$ cat src/rtl/async_fifo_read_arb.sv
// async_fifo_read_arb
//   Round-robin read arbiter over NUM_CH FIFO read ports. It feeds a
//   SKID_DEPTH-entry output FIFO that carries each word together with its
//   source channel.
//   read_clk / read_reset   : single clock, synchronous active-high reset
//   read_fifo_pop  (out)    : one-hot pop request. Data returns a cycle later.
//   read_data      (in)     : channel i at [i*W +: W]
//   read_fifo_empty(in)     : per-channel empty flags
//   ch_enable      (in)     : per-channel arbitration enables
//   out_valid/out_ready     : output handshake
//   out_data/out_ch         : head word and its source channel
module async_fifo_read_arb #(
  parameter int FIFO_DATA_WIDTH = 32,
  parameter int NUM_CH          = 4,
  parameter int SKID_DEPTH      = 3,
  localparam int CH_W           = ($clog2(NUM_CH) > 1) ? $clog2(NUM_CH) : 1
) (
  input  logic                              read_clk,
  input  logic                              read_reset,
  output logic [NUM_CH-1:0]                 read_fifo_pop,
  input  logic [NUM_CH*FIFO_DATA_WIDTH-1:0] read_data,
  input  logic [NUM_CH-1:0]                 read_fifo_empty,
  input  logic [NUM_CH-1:0]                 ch_enable,
  output logic                              out_valid,
  input  logic                              out_ready,
  output logic [FIFO_DATA_WIDTH-1:0]        out_data,
  output logic [CH_W-1:0]                   out_ch
);

  localparam int PTR_W = ($clog2(SKID_DEPTH) > 1) ? $clog2(SKID_DEPTH) : 1;
  localparam int CNT_W = $clog2(SKID_DEPTH + 1);
  localparam int unsigned NCH = NUM_CH;

  logic [CNT_W-1:0]           count_q, count_d;
  logic                       pend_q, pend_d;
  logic [CH_W-1:0]            pend_ch_q, pend_ch_d;
  logic [CH_W-1:0]            rr_ptr_q, rr_ptr_d;
  logic [PTR_W-1:0]           wr_ptr_q, wr_ptr_d;
  logic [PTR_W-1:0]           rd_ptr_q, rd_ptr_d;
  logic [FIFO_DATA_WIDTH-1:0] data_mem_q [SKID_DEPTH];
  logic [FIFO_DATA_WIDTH-1:0] data_mem_d [SKID_DEPTH];
  logic [CH_W-1:0]            ch_mem_q   [SKID_DEPTH];
  logic [CH_W-1:0]            ch_mem_d   [SKID_DEPTH];

  logic [NUM_CH-1:0] eligible;
  logic              found;
  logic [CH_W-1:0]   gnt;
  logic              credit_ok;
  logic              pop;
  logic              deq;
  int unsigned       idx;

  // Grant search: the first eligible channel at or after rr_ptr, cyclically.
  always_comb begin
    eligible = ~read_fifo_empty & ch_enable;
    found    = 1'b0;
    gnt      = '0;
    idx      = 0;
    for (int unsigned k = 0; k < NCH; k++) begin
      idx = (int'(rr_ptr_q) + k) % NCH;
      if (!found && eligible[idx]) begin
        found = 1'b1;
        gnt   = CH_W'(idx);
      end
    end
  end

  // The word already in flight (pend) reserves a slot. This makes a capture
  // into a full buffer impossible without looking at out_ready.
  always_comb begin
    credit_ok = (int'(count_q) + int'(pend_q)) < SKID_DEPTH;
    pop       = found && credit_ok && !read_reset;
    read_fifo_pop = '0;
    if (pop) read_fifo_pop[gnt] = 1'b1;
  end

  assign out_valid = (count_q != '0);
  assign out_data  = data_mem_q[rd_ptr_q];
  assign out_ch    = ch_mem_q[rd_ptr_q];
  assign deq       = out_valid && out_ready;

  always_comb begin
    rr_ptr_d   = rr_ptr_q;
    pend_d     = pop;
    pend_ch_d  = pend_ch_q;
    wr_ptr_d   = wr_ptr_q;
    rd_ptr_d   = rd_ptr_q;
    data_mem_d = data_mem_q;
    ch_mem_d   = ch_mem_q;
    count_d    = count_q + CNT_W'(pend_q) - CNT_W'(deq);

    if (pop) begin
      rr_ptr_d  = (gnt == CH_W'(NUM_CH - 1)) ? '0 : gnt + CH_W'(1);
      pend_ch_d = gnt;
    end

    if (pend_q) begin
      data_mem_d[wr_ptr_q] = read_data[int'(pend_ch_q)*FIFO_DATA_WIDTH +: FIFO_DATA_WIDTH];
      ch_mem_d[wr_ptr_q]   = pend_ch_q;
      wr_ptr_d = (wr_ptr_q == PTR_W'(SKID_DEPTH - 1)) ? '0 : wr_ptr_q + PTR_W'(1);
    end

    if (deq) begin
      rd_ptr_d = (rd_ptr_q == PTR_W'(SKID_DEPTH - 1)) ? '0 : rd_ptr_q + PTR_W'(1);
    end
  end

  always_ff @(posedge read_clk) begin
    if (read_reset) begin
      count_q   <= '0;
      pend_q    <= 1'b0;
      pend_ch_q <= '0;
      rr_ptr_q  <= '0;
      wr_ptr_q  <= '0;
      rd_ptr_q  <= '0;
      for (int unsigned i = 0; i < SKID_DEPTH; i++) begin
        data_mem_q[i] <= '0;
        ch_mem_q[i]   <= '0;
      end
    end else begin
      count_q    <= count_d;
      pend_q     <= pend_d;
      pend_ch_q  <= pend_ch_d;
      rr_ptr_q   <= rr_ptr_d;
      wr_ptr_q   <= wr_ptr_d;
      rd_ptr_q   <= rd_ptr_d;
      data_mem_q <= data_mem_d;
      ch_mem_q   <= ch_mem_d;
    end
  end

endmodule

$ cat config.mk
export PLATFORM = sky130hd
export DESIGN_NAME = async_fifo_read_arb
export DESIGN_NICKNAME = d
export VERILOG_FILES = /design/src/rtl/async_fifo_read_arb.sv
export SDC_FILE = /design/constraint.sdc
export NUM_CORES = 1
export LEC_CHECK = 0
export BUFFER_PORTS_ARGS = -buffer_cell sky130_fd_sc_hd__buf_2
export CORE_ASPECT_RATIO = 0.5
export CORE_MARGIN = 4
export CORE_UTILIZATION = 52
export DETAILED_ROUTE_END_ITERATION = 8
export PLACE_DENSITY = 0.87
export SLEW_MARGIN = 20
export SYNTH_ARGS = -nofsm -noshare
export SYNTH_HDL_FRONTEND = slang
export SYNTH_SLANG_ARGS = --single-unit
$ cat constraint.sdc
create_clock -name read_clk -period 2.1 [get_ports read_clk]
set_clock_uncertainty 0.1 [all_clocks]
set_input_delay 0.105 -clock read_clk [delete_from_list [all_inputs] [get_ports read_clk]]
set_output_delay 0.105 -clock read_clk [all_outputs]
set_load 0.02 [all_outputs]
After elaboration in Yosys (flattened, before gate mapping). Index checks and enable logic that the tools add are counted.

Register bits: 113. Bits in latches: 0. Memory bits (writable): 0. Memory bits (read-only): 0. Bits of input ports: 139. Output and inout bits: 39. Word-level logic and storage cells: 86. Memories: 0.

Add/subtract/negate cells: 9. Multiply operators: 0. Div/mod/pow operators: 0. $lt $le $gt $ge: 10. Equality and inequality tests: 3. Shifts and indexed selects: 1. Mux-type cells: 34. Bitwise gates (word level): 4. Reductions and logical operators: 13.

Operator list (number): variable part select 128 x 8 -> 32 bit (1); bitwise mux 96 bit (1); 2-to-1 mux 32 bit (3); binary-select mux 32 bit (select 2 bit) (1); demux 32 bit (select 2 bit) (1); 2-to-1 mux 2 bit (10); less-than comparator 2 x 3 -> 1 bit (second input constant) (5); 2-to-1 mux 1 bit (9); adder 2 x 1 -> 2 bit (second input constant) (4); binary-select mux 1 bit (select 2 bit) (4); logical AND 1 bit (8); bitwise mux 6 bit (1); == test 2 bit (second input constant) (3); >= comparator 3 bit (second input constant) (2); NOT 2 -> 3 bit (2); adder 2 bit (second input constant) (2); AND 4 bit (1); binary-select mux 2 bit (select 2 bit) (1); demux 2 bit (select 2 bit) (1); logical NOT 1 bit (4); 2-to-1 mux 4 bit (1); NOT 4 bit (1); adder 2 x 1 -> 3 bit (1); less-than comparator 3 x 1 -> 1 bit (second input constant) (1); other kinds (6) (6).

Depth between registers and ports, before layout.
Word-level depth: 19. Gate-level depth with buffers: 7. Gate-level depth less buffers: 7.

Worst setup path after synthesis. OpenSTA, ideal clock, no wires.

Path type: register to output. From: register count_q[0]. To: output port read_fifo_pop[1]. Data arrival time: 1.650 ns. Data required time: 1.895 ns. Path slack: 0.245 ns. Cell stages (with the launch flop): 7. Cell sequence: dfxtp_1 ha_1 ha_1 a211oi_1 o41ai_4 inv_2 and2_1.

Cells in the longest elaborated chain, start to end: 5.

Ends and longest elaborated chain: start: declaration (RTL line 34) `logic [CNT_W-1:0] count_q, count_d;`; start signal: assignment (RTL line 121) `count_q <= count_d;`; adder 2 x 1 -> 3 bit (RTL line 71) `credit_ok = (int'(count_q) + int'(pend_q)) < SKID_DEPTH;`; less-than comparator 3 x 2 -> 1 bit (RTL line 71); logical AND 1 bit (2 in a row) (RTL line 72) `pop = found && credit_ok && !read_reset;`; 2-to-1 mux 4 bit (RTL line 74) `if (pop) read_fifo_pop[gnt] = 1'b1;`; end: declaration (RTL line 20) `output logic [NUM_CH-1:0] read_fifo_pop,`.

Every way passes these cells.

Final worst setup path.
From: register pend_q. To: register rr_ptr_q[1].

Cells in the longest elaborated chain, start to end: 4.

Ends and longest elaborated chain: start: declaration (RTL line 35) `logic pend_q, pend_d;`; start signal: assignment (RTL line 122) `pend_q <= pend_d;`; adder 2 x 1 -> 3 bit (RTL line 71); less-than comparator 3 x 2 -> 1 bit (RTL line 71); logical AND 1 bit (2 in a row) (RTL line 72); end signal: assignment (RTL line 124) `rr_ptr_q <= rr_ptr_d;`; end: declaration (RTL line 37) `logic [CH_W-1:0] rr_ptr_q, rr_ptr_d;`.

Every way passes these cells. A chain may end at the register's enable or synchronous reset.

==> impl_metrics.py <==
metrics = {
    "die": {
        "die_area_um2": 12800,
        "ios": 178,
        "coreArea_um2": 10400,
        "die_w_um": 156,
        "fp.dieH_um": 82.0,
        "rows": 26,
        "initial_utilization_pct": 54.6,
    },
    "yosys": {
        "synth_top_area_share_pct": 39.7,
        "yosys_warnings": 0,
        "syn_area_um2": 5700,
        "synth_seq_cells": 113,
        "avgSynthCellArea_um2": 8.38,
        "ys_top_cells_by_area": "dfxtp_1, nand2_1, mux4_2",
        "yosysSeqAreaShare_pct": 39.7,
        "synth_nets": 827,
        "ys_types": 44,
        "synth_top_area_cell": "dfxtp_1",
        "netlist_instances": 680,
    },
    "min_path": {
        "hp-class": "input pin to flip-flop",
    },
    "flow_run": {
        "maxCapViolCount": 0,
    },
    "worst_setup_path": {
        "worstSetupStartpointType": "flip-flop",
        "path_class": "flip-flop to flip-flop",
        "cp-end-kind": "flip-flop",
        "crit_arrival_ns": 2.40,
        "cp.required_ns": 2.32,
        "worstPathMaxFanout": 6,
    },
    "cts": {
        "cts.clk_slew.worst_paths_ns": 0.06,
        "numCtsBuffers": 17,
        "cts.sinks": 113,
        "clock-root-buffer": "clkbuf_16",
        "cts_tree": "done",
        "cts_max_level": 4,
        "cts_buffer_depth": 2,
        "clk_latency_ns": 0.41,
    },
    "place": {
        "place.gp.congestion": 0.805,
        "place_area_um2": 6720,
        "io_buffers": 177,
        "pre_cts_slack_ns": 0.0446,
        "hpwl_um": 10600,
    },
    "run_status": {
        "failed_checks": "negative setup slack",
        "outcome": "finished with violations",
    },
    "sta": {
        "worst_slack_ns": -0.0746,
        "grt_setup_unrepaired": "yes",
        "post-route-period-util_pct": 104,
        "setup_viol": 5,
        "max_freq_ghz": 0.460,
        "tightestPinTransition_ns": 0.816,
        "min_period_ns": 2.17,
        "max_slew_margin_pct": 45.6,
        "drv_slew": 0,
        "finalHoldWorstSlack_ns": 0.0856,
        "hold_viol": 0,
    },
    "power_and_ir_drop": {
        "power_density_nw_per_um2": 1070,
        "p_sw_share_pct": 31.4,
        "clkPwrFrac_pct": 39.7,
        "intPower_w": 0.00556,
        "power_frac_seq_pct": 31.0,
        "power_switching_w": 0.00255,
        "combinationalPowerShare_pct": 29.3,
        "leakage_nw": 2.98,
        "ir_worst_vdd_mv": 0.770,
    },
    "cells_and_area": {
        "drive_gt1_share_pct": 34.9,
        "multi_input_area_um2": 3220,
        "syn2layout_area_growth_pct": 32.9,
        "final-seq-area_um2": 2280,
        "final_area_um2": 7570,
        "antenna_cells": 0,
        "final_core_util_pct": 72.5,
        "nNetsFinal": 1005,
        "fillers": 757,
    },
    "global_route": {
        "antenna_found_initial": 0,
        "overflow": 0,
        "grt_max_degree": 82,
        "grt_pass1_wl_um": 26300,
        "grt_pass1_vias": 5608,
        "grtUsageTotal_pct": 26.1,
    },
    "route": {
        "avgRoutedWirePerCell_um": 16.6,
        "ant_nets": 0,
        "vias": 5594,
        "dr.pass1.iters": 5,
        "wl_um": 16700,
        "drtIter0Drc": 371,
        "drc": 0,
        "via_per_inst": 5.53,
    },
}
==> sequential cells by signal, summed over array words and instances (netlist names) <==
signal,cells
rr_ptr_q,2
rd_ptr_q,2
ch_mem_q,6
wr_ptr_q,2
data_mem_q,96
pend_q,1
pend_ch_q,2
count_q,2
==> worst max-delay path: stages, from the launching register on <==
cell and delay (ns):
dfxtp_4 0.36, ha_4 0.16, ha_4 0.26, a211oi_4 0.07, o41ai_4 0.08, inv_2 0.11, buf_4 0.15, buf_4 0.12
buf_4 0.12, buf_4 0.12, buf_4 0.12, buf_4 0.14, a211oi_2 0.18
==> cells by family after synthesis <==
family / after synthesis / synth area share, %
xor+xnor: 2 / 0.308
simple gates: 274 / 19.7
compound gates: 156 / 14.8
buf+inv: 61 / 5.14
flops: 113 / 39.7
mux: 66 / 18.6
fa+ha+maj: 8 / 1.76
==> power groups by stage <==
stage          Sequential, W  Combinational [W]  Clock, W
2_1_floorplan        0.00248            0.00159         0
3_3_place_gp         0.00252            0.00216         0
3_5_place_dp         0.00253            0.00222         0
4_1_cts              0.00250            0.00235   0.00322
5_1_grt              0.00253            0.00257   0.00335
6_report             0.00251            0.00238   0.00322
==> synth_stat cells (all sizes together) <==
cell and number:
nand2 244, dfxtp 113, a21oi 107, o21ai 36
mux2i 34, mux4 32, buf 27, clkbuf 27
ha 8, inv 7, nor2 6, nor2b 6
and2 4, a211oi 2, nand2b 2, nand3 2
nor3 2, o22ai 2, or2 2, or3 2
a21boi 1, a2bb2oi 1, a31oi 1, a32o 1
nand3b 1, nor3b 1, nor4b 1, o211a 1
o211ai 1, o31a 1, o31ai 1, o41ai 1
or2b 1, xnor2 1, xor2 1
==> cell usage in the layout, fill, tap and decap left out, drive strengths merged, types with 2 or more instances in the layout <==
cell type	count
bufinv	5
o22ai	2
mux4	32
mux2i	34
buf	212
clkbuf	19
inv	7
o21ai	36
nor2	6
dfxtp	113
nand3	2
ha	8
or3	2
and2	4
nand2b	2
nor2b	6
or2	2
clkinv	8
nor3	2
a21oi	107
a211oi	2
nand2	244
==> timing repair <==
| action | CTS | global route |
|---|---|---|
| hold buffers | 1 | 0 |
| pin swaps | 5 | 2 |
| gates resized for setup | 22 | 3 |
| endpoints found under the hold margin | 15 | 0 |
| endpoints found under the setup margin | 4 | 5 |
| setup buffers | 10 | 1 |
==> worst paths after layout <==
kind / slack, ns / cells after the start / from / endpoint
worst max-delay path: -0.07 / 12 / pend_q$_SDFF_PP0_ / rr_ptr_q[1]$_SDFFE_PP0P_
worst min-delay path: 0.09 / 5 / out_ready / rd_ptr_q[1]$_SDFFE_PP0P_
worst max register to register: -0.07 / 12 / pend_q$_SDFF_PP0_ / rr_ptr_q[1]$_SDFFE_PP0P_
worst min register to register: 0.35 / 2 / ch_mem_q[2]$_SDFFE_PP0P_ / ch_mem_q[2]$_SDFFE_PP0P_
==> final cells by class <==
class	count	area share, %
Multi-Input combinational cell	506	42.5
Sequential cell	113	30.1
Timing Repair Buffer	213	16.0
Clock buffer	19	5.98
Clock inverter	13	2.76
Tap cell	140	2.31
Inverter	7	0.347
==> stage by stage <==
step	total power [W]	setup TNS, ns	instances
after floorplan	0.00407	0	680
after global placement	0.00468	0	967
after detailed placement	0.00475	0	967
after CTS	0.00807	-0.0332	1010
after global routing	0.00846	-0.510	1011
final	0.00811	-0.352	1011
==> routing by layer <==
layer	track usage [%]	part of all wire, %
met5	0	0
met4	10.7	2.2
met3	5.32	6.9
met2	48.1	51
met1	30.2	40
Power figures use the tool's default switching activity.
